===== config.mk =====
export PLATFORM = sky130hd
export DESIGN_NAME = uart_fifo_sync
export DESIGN_NICKNAME = d
export VERILOG_FILES = /design/src/rtl/uart_fifo_sync.sv
export SDC_FILE = /design/constraint.sdc
export NUM_CORES = 1
export LEC_CHECK = 0
export CAP_MARGIN = 0
export CORE_ASPECT_RATIO = 0.9
export CORE_MARGIN = 2
export CORE_UTILIZATION = 39
export CTS_BUF_LIST = sky130_fd_sc_hd__clkbuf_4
export DETAILED_ROUTE_END_ITERATION = 10
export SYNTH_ARGS = -nofsm -noshare
export SYNTH_HDL_FRONTEND = slang
export SYNTH_SLANG_ARGS = --single-unit

===== constraint.sdc =====
create_clock -name clk -period 2.5 [get_ports clk]
set_clock_uncertainty 0.2 [all_clocks]
set_input_delay 0.25 -clock clk [delete_from_list [all_inputs] [get_ports clk]]
set_output_delay 0.25 -clock clk [all_outputs]
set_load 0.05 [all_outputs]

===== src/rtl/uart_fifo_sync.sv =====
// Parametrised synchronous FIFO for the UART TX/RX paths: registered status flags,
// sticky error flags, synchronous flush and selectable show-ahead or registered read data.
module uart_fifo_sync #(
  parameter int DATA_W        = 8,
  parameter int DEPTH_LOG2    = 4,
  parameter int AFULL_THRESH  = 12,
  parameter int AEMPTY_THRESH = 2,
  parameter int FWFT          = 1
) (
  input  logic                  clk,
  input  logic                  reset,
  input  logic                  flush,
  input  logic                  wr_en,
  input  logic [DATA_W-1:0]     wr_data,
  input  logic                  rd_en,
  output logic [DATA_W-1:0]     rd_data,
  output logic                  rd_valid,
  output logic                  full,
  output logic                  empty,
  output logic                  almost_full,
  output logic                  almost_empty,
  output logic [DEPTH_LOG2:0]   count,
  output logic                  overflow,
  output logic                  underflow,
  input  logic                  err_clr
);

  localparam int DEPTH = 1 << DEPTH_LOG2;
  localparam int CW    = DEPTH_LOG2 + 1;
  localparam logic [CW-1:0] DEPTH_C = CW'(DEPTH);
  localparam logic [CW-1:0] AF_C    = CW'(AFULL_THRESH);
  localparam logic [CW-1:0] AE_C    = CW'(AEMPTY_THRESH);

  logic [DATA_W-1:0]     mem [DEPTH];
  logic [DEPTH_LOG2-1:0] wr_ptr;
  logic [DEPTH_LOG2-1:0] rd_ptr;
  logic [CW-1:0]         count_next;
  logic                  push_ok;
  logic                  pop_ok;
  logic                  ovf_set;
  logic                  unf_set;

  // Handshake: a push is taken on a rising edge iff wr_en && !full, a pop iff
  // rd_en && !empty (flags as registered before the edge); a refused request only
  // raises the matching sticky error flag. flush overrides both and flags nothing.
  always_comb begin
    push_ok    = wr_en && !full && !flush;
    pop_ok     = rd_en && !empty && !flush;
    ovf_set    = wr_en && full && !flush;
    unf_set    = rd_en && empty && !flush;
    count_next = count;
    if (flush) begin
      count_next = '0;
    end else begin
      case ({push_ok, pop_ok})
        2'b10:   count_next = count + 1'b1;
        2'b01:   count_next = count - 1'b1;
        default: count_next = count;
      endcase
    end
  end

  always_ff @(posedge clk) begin
    if (reset) begin
      wr_ptr       <= '0;
      rd_ptr       <= '0;
      count        <= '0;
      full         <= 1'b0;
      empty        <= 1'b1;
      almost_full  <= 1'b0;
      almost_empty <= 1'b1;
      overflow     <= 1'b0;
      underflow    <= 1'b0;
    end else begin
      if (flush) begin
        wr_ptr <= '0;
        rd_ptr <= '0;
      end else begin
        if (push_ok) wr_ptr <= wr_ptr + 1'b1;
        if (pop_ok)  rd_ptr <= rd_ptr + 1'b1;
      end
      // Flags follow the next-state count so they never lag count itself.
      count        <= count_next;
      full         <= (count_next == DEPTH_C);
      empty        <= (count_next == '0);
      almost_full  <= (count_next >= AF_C);
      almost_empty <= (count_next <= AE_C);
      overflow     <= ovf_set | (overflow & ~err_clr);
      underflow    <= unf_set | (underflow & ~err_clr);
    end
  end

  always_ff @(posedge clk) begin
    if (!reset && push_ok) mem[wr_ptr] <= wr_data;
  end

  if (FWFT != 0) begin : g_fwft
    assign rd_data  = mem[rd_ptr];
    assign rd_valid = !empty;
  end else begin : g_reg
    // The data register survives flush so the last delivered word stays visible.
    always_ff @(posedge clk) begin
      if (reset) begin
        rd_data  <= '0;
        rd_valid <= 1'b0;
      end else begin
        rd_valid <= pop_ok;
        if (pop_ok) rd_data <= mem[rd_ptr];
      end
    end
  end

endmodule

==> results.toml, run 1 <==
[pwr]
leakagePower_nw = 2.48
power_mw = 4.44
powerDensity_nw_per_um2 = 597
irDropWorstVdd_uv = 279

[global_routing]
top_usage_layer = "met2"
gr-usage-all-layers_pct = 15.4
grt_pass1_vias = 3155
use_met3_pct = 4.21
gr-usage-met1_pct = 21.1
use_met2_pct = 24.2
gr-total-overflow = 0
grt_pass1_wl_microns = 18100
antenna_found_initial = 0
grt_max_degree = 33

[die]
initial_utilization_pct = 39.6
io_pins = 34
die_y_microns = 122
dieArea_sq_um = 16600
die_w_microns = 135
row_count = 43
core-area_sq_um = 15300

[final_layout]
multi_input_area_sq_um = 1770
nNetsFinal = 432
drive_gt1_share_pct = 34.8
ff_latch_area_sq_um = 4320
fin_area_sq_um = 7430
fillers = 1292
instances_no_fill = 625
syn_to_final_growth_pct = 22.4
fin_util_pct = 48.4

[hold_path]
hold_depth = 3
min_from = "wr_en"
min_path_type = "primary input to flop"
min_to = "overflow"

[synth]
synth_warnings = 0
seq_area_frac_synth_pct = 70.9
synth.area.mux_share_pct = 15.2
synth_edf_count = 128
synthAdderAreaFrac_pct = 1.65
yosysMostFrequentCell = "edfxtp_1"
syn_area_per_cell_sq_um = 18.6
async_flop_share_pct = 0
synth_nets = 349
ys_types = 43
synth_area_leaders = "edfxtp_1 (63%), mux4_2 (15%), dfxtp_1 (7.6%)"
synth_top_cell_by_area = "edfxtp_1"
synth_compound_area_share_pct = 2.56
synth_top_family_by_area = "multiplexers"
synth_top_area_share_pct = 63.3
ys_ff_latch = 151
synthFlopType = "edfxtp_1"
synth-simple-area-share_pct = 5.61
synth_area_sq_um = 6070
synth_top_cells_by_count = "edfxtp_1 (128), mux4_2 (40), nor2_1 (34), dfxtp_1 (23), nand2_1 (9)"
syn_inst = 327
synth_xor_xnor_area_share_pct = 1.96

[timing]
finalSetupViolCount = 8
post-route-period-util_pct = 112
tightest_slew_ns = 0.568
max_slew_margin_pct = 62.0
fmax_ghz = 0.358
fin_tns_setup_ns = -2.14
hold_violations = 0
grt_setup_unrepaired = "true"
finalMaxSlewViolations = 0
period_minus_slack_ns = 2.79
setup_ws_ns = -0.292
holdWs_ns = 0.170

[placement]
place.gp.congestion = 0.794
io_buffers = 33
dpl.hpwl_microns = 7700
place_area_sq_um = 6920
post-place-ws_ns = -0.422
place_inst = 588

[detailed_routing]
via_count = 3128
drt_iter0_markers = 209
totalWireLength_microns = 11900
final_antenna_net_count = 0
via_per_inst = 5.00
dr.pass1.iters = 4
drc_errors = 0
wl_per_cell_microns = 19.0

[cts]
htree_num_levels = 4
cts_sinks = 151
clockRootBuffer = "clkbuf_4"
cts-buffers-inserted = 17
clock_latency_ns = 0.53
cts.path.max_buffers = 2
hold_buffers = 0
cts_tree = "built"
clk_transition_reported_paths_ns = 0.10

[setup_path]
required_ns = 2.05
startpoint_type = "flop"
path_class = "flop to output pin"
critPathTopFamily = "multiplexers"
path_buf_inv = 2
timing.rr.end = "full"
reg2regPathDepth = 11
cp-end-kind = "output pin"
cp_slowest_cell = "mux4_2"
r2r_setup_slack_ns = 0.03
worst_path_most_repeated_cell = "mux4_2"
arrival_ns = 2.34
cp_max_fo = 10
slowest_delay_ns = 0.53
path_cells = "buf_12 -> mux4_2 -> mux4_2 -> buf_6"
r2r-start = "full"

[run_status]
status = "finished, violations left"
violations = "negative setup slack"

[flow_run]
cap_violations = 0
[sequential cells by signal, indices dropped and copies added, names as in the netlist, named ones only]
name,count
mem,128
count,5
rd_ptr,4
wr_ptr,4
almost_empty,1
almost_full,1
empty,1
full,1
overflow,1
underflow,1
[timing repair]
item / 4_1_cts / 5_1_grt
setup buffers: 3 / 2
gates resized for setup: 17 / 19
endpoints found under the setup margin: 12 / 13
pin swaps: 5 / 6
cloned: 2 / 0
hold endpoints to repair: 0 / 0
[report_power, final]
part           leakage [nW]  internal, mW  switching, mW
registers              1.34          2.73        0.00776
clock network         0.155         0.708          0.798
logic                 0.983        0.0820          0.109
[worst register-to-register path: stages (launching register included)]
cell and delay, ns:
dfxtp_4 0.38, nor3b_4 0.21, inv_2 0.09, ha_4 0.17
xor2_2 0.14, ha_2 0.20, a21oi_1 0.24, o32ai_4 0.13
xnor2_2 0.16, or2_1 0.26, clkinv_2 0.07, o211a_1 0.15
[cells in the final DEF (no fill, tap or decap), types with 6 or more instances in the layout]
| cell | synthesis | layout |
|---|---|---|
| buf_4 | 5 | 42 |
| dfxtp_1 | 23 | 20 |
| nand2_1 | 9 | 9 |
| nor2_1 | 34 | 33 |
| mux4_2 | 40 | 40 |
| a21oi_1 | 7 | 6 |
| buf_6 | 1 | 7 |
| clkbuf_4 | 0 | 20 |
| clkdlybuf4s50_1 | 0 | 21 |
| edfxtp_1 | 128 | 128 |
[layer usage]
layer | vias up | wire (microns)
met3 | 6 | 453
met2 | 66 | 5690
li1 | 1451 | -
met5 | - | 0
met4 | 0 | 95
met1 | 1605 | 5630
[worst max path at each step]
stage / cells past startpoint / slack (ns) / endpoint
after global placement: 11 / -0.37 / almost_empty
after CTS: 5 / -0.40 / rd_data[4]
after floorplan: 10 / 0.008 / full
after global routing: 4 / -0.41 / rd_data[1]
final: 4 / -0.29 / rd_data[1]
after detailed placement: 12 / -0.42 / full
[cell families (layout without fill, tap and decap cells)]
kind of cell             count (synthesis)  count (layout)
adder cells (fa/ha/maj)                  8               8
buffers and inverters                   24             119
XOR/XNOR                                12              12
other                                    0               1
flip-flops                             151             151
AND/OR/NAND/NOR                         70              70
multiplexers                            42              42
AO/OA/AOI/OAI                           20              20
[area by class of cell]
class	count	share of cell area [%]
timing repair buffer	81	10.5
sequential	151	58.1
inverter	7	0.371
clock buffer	20	2.02
tap	202	3.40
clock inverter	11	1.79
antenna	1	0.0337
multi-input combinational	152	23.8
(Power assumes the default switching activity.)
==> run 2, diff against run 1 <==
--- a/config.mk
+++ b/config.mk
@@ -10,6 +10,7 @@
 export CORE_MARGIN = 2
 export CORE_UTILIZATION = 39
 export CTS_BUF_LIST = sky130_fd_sc_hd__clkbuf_4
+export CTS_CLUSTER_SIZE = 14
 export DETAILED_ROUTE_END_ITERATION = 10
 export SYNTH_ARGS = -nofsm -noshare
 export SYNTH_HDL_FRONTEND = slang
==> results of run 2 <==
Same layout as run 1: the final DEF is identical, and so are final timing and power.
==> run 3, diff against run 2 <==
--- a/config.mk
+++ b/config.mk
@@ -7,7 +7,6 @@
 export LEC_CHECK = 0
 export CAP_MARGIN = 0
 export CORE_ASPECT_RATIO = 0.9
-export CORE_MARGIN = 2
 export CORE_UTILIZATION = 39
 export CTS_BUF_LIST = sky130_fd_sc_hd__clkbuf_4
 export CTS_CLUSTER_SIZE = 14
==> run 3 against run 2 <==
Effect of this change:
- first-iteration DRC count up 30%
- the flow still finishes with violations (negative setup slack)
- combinational power up 3%
- maximum frequency down 2.8%
- register-to-register slack better by 0.03 ns
- critical path depth up 1
==> results.toml, run 3 (synthesized netlist as in run 1, its figures left out) <==
[final_layout]
instances_no_fill = 626
final_common_cell = "edfxtp_1"
fillers = 1235
nNetsFinal = 437
largest_reg_flops = 128
diodes = 0
reg.largest.list = "mem x128, count x5"
syn_to_final_growth_pct = 23.8
final_cell_mix = "edfxtp_1 (128), buf_4 (46), mux4_2 (40), nor2_1 (33), clkdlybuf4s50_1 (22)"
drive_gt1_share_pct = 36.0
regMostFlops = "mem"

[setup_path]
startpoint_type = "flop"
arrival_ns = 2.42
required_ns = 2.05
cp_max_fo = 7
cp-end-kind = "output pin"
path_class = "flop to output pin"

[detailed_routing]
via_count = 3204
totalWireLength_microns = 12500
via_per_inst = 5.12
dr.pass1.iters = 4
wl_per_cell_microns = 20.0
drc_errors = 0
drt_iter0_markers = 272
final_antenna_net_count = 0

[pwr]
leakagePower_nw = 2.52
powerDensity_nw_per_um2 = 629
p_int_mw = 3.73
clock_power_share_pct = 37.8
combPwrFrac_pct = 4.2
power_mw = 4.72
irDropWorstVdd_uv = 337
netSwitchingFraction_pct = 21.0
power_frac_seq_pct = 58.0
p_sw_mw = 0.991

[flow_run]
cap_violations = 0

[hold_path]
min_path_type = "primary input to flop"

[global_routing]
gr-total-overflow = 0
gr-usage-all-layers_pct = 17.0
grt_max_degree = 33
grt_pass1_wl_microns = 19300
grt_pass1_vias = 3312
antenna_found_initial = 0

[die]
initial_utilization_pct = 40.5
die_w_microns = 133
die_y_microns = 120
core-area_sq_um = 15000
dieArea_sq_um = 16100
io_pins = 34
row_count = 42

[placement]
io_buffers = 33
place.gp.congestion = 0.777
dpl.hpwl_microns = 7970
place_inst = 583

[timing]
finalSetupViolCount = 8
grt_setup_unrepaired = "true"
fmax_ghz = 0.348
setup_ws_ns = -0.372
hold_violations = 0
period_minus_slack_ns = 2.87
finalMaxSlewViolations = 0
max_slew_margin_pct = 61.8
tightest_slew_ns = 0.572
post-route-period-util_pct = 115

[cts]
hold_buffers = 0
cts_tree = "built"
cts-buffers-inserted = 17
cts_sinks = 151
cts.path.max_buffers = 2
clock_latency_ns = 0.54
clockRootBuffer = "clkbuf_4"
clk_transition_reported_paths_ns = 0.12
htree_num_levels = 4

[run_status]
violations = "negative setup slack"
status = "finished, violations left"
==> run 3: final timing paths <==
check / startpoint / endpoint / slack [ns] / depth (start not counted)
max: flop / rd_data[6] / -0.37 / 5
min: err_clr / underflow / 0.17 / 3
max reg2reg: full / full / 0.06 / 11
min reg2reg: underflow / underflow / 0.29 / 2
==> run 3: power groups by stage <==
stage	clock (mW)	combinational, mW	sequential, mW
2_1_floorplan	0	0.0777	2.80
3_3_place_gp	0	0.171	2.80
3_5_place_dp	0	0.176	2.80
4_1_cts	1.84	0.195	2.74
5_1_grt	1.95	0.212	2.74
6_report	1.79	0.197	2.74
==> run 3: what timing repair did <==
action,CTS,global route
setup buffers,8,1
endpoints found under the hold margin,0,0
setup endpoints to repair,11,14
gates resized for setup,20,13
cloned,3,0
pin swaps,3,6
==> run 3: routing by layer <==
layer  track usage (%)  vias up  wire length (microns)
li1                  -     1474                      -
met1              23.5     1617                   5650
met2              25.7      104                   5940
met3              5.03        9                    828
met4              5.68        0                    106
met5                 0        -                      0
==> run 3: worst max-delay path: stages, from the launching register on <==
cell and delay, ns:
dfxtp_4 0.43, buf_12 0.13, buf_16 0.13, mux4_2 0.51
mux4_2 0.50, buf_8 0.17
==> run 3: metrics by stage <==
step	hold WS [ns]	util, %	cell area (sq um)	setup TNS [ns]	setup slack (ns)
floorplan	0.119	-	6100	0	0.00780
CTS	0.115	49.9	7470	-3.50	-0.454
finish	0.165	50.2	7510	-2.79	-0.372
global route	0.143	50.2	7510	-3.89	-0.492
detailed placement	0.273	46.0	6890	-1.67	-0.364
global placement	0.264	46.0	6890	-1.60	-0.318
==> run 3: layout make-up <==
type	instances	area (sq um)	area share [%]
clock inverters	14	221	2.95
well taps	198	248	3.30
flip-flops and latches	151	4320	57.5
clock buffers	18	135	1.80
multi-input cells	152	1730	23.0
inverters	7	26.3	0.350
repair buffers	86	835	11.1
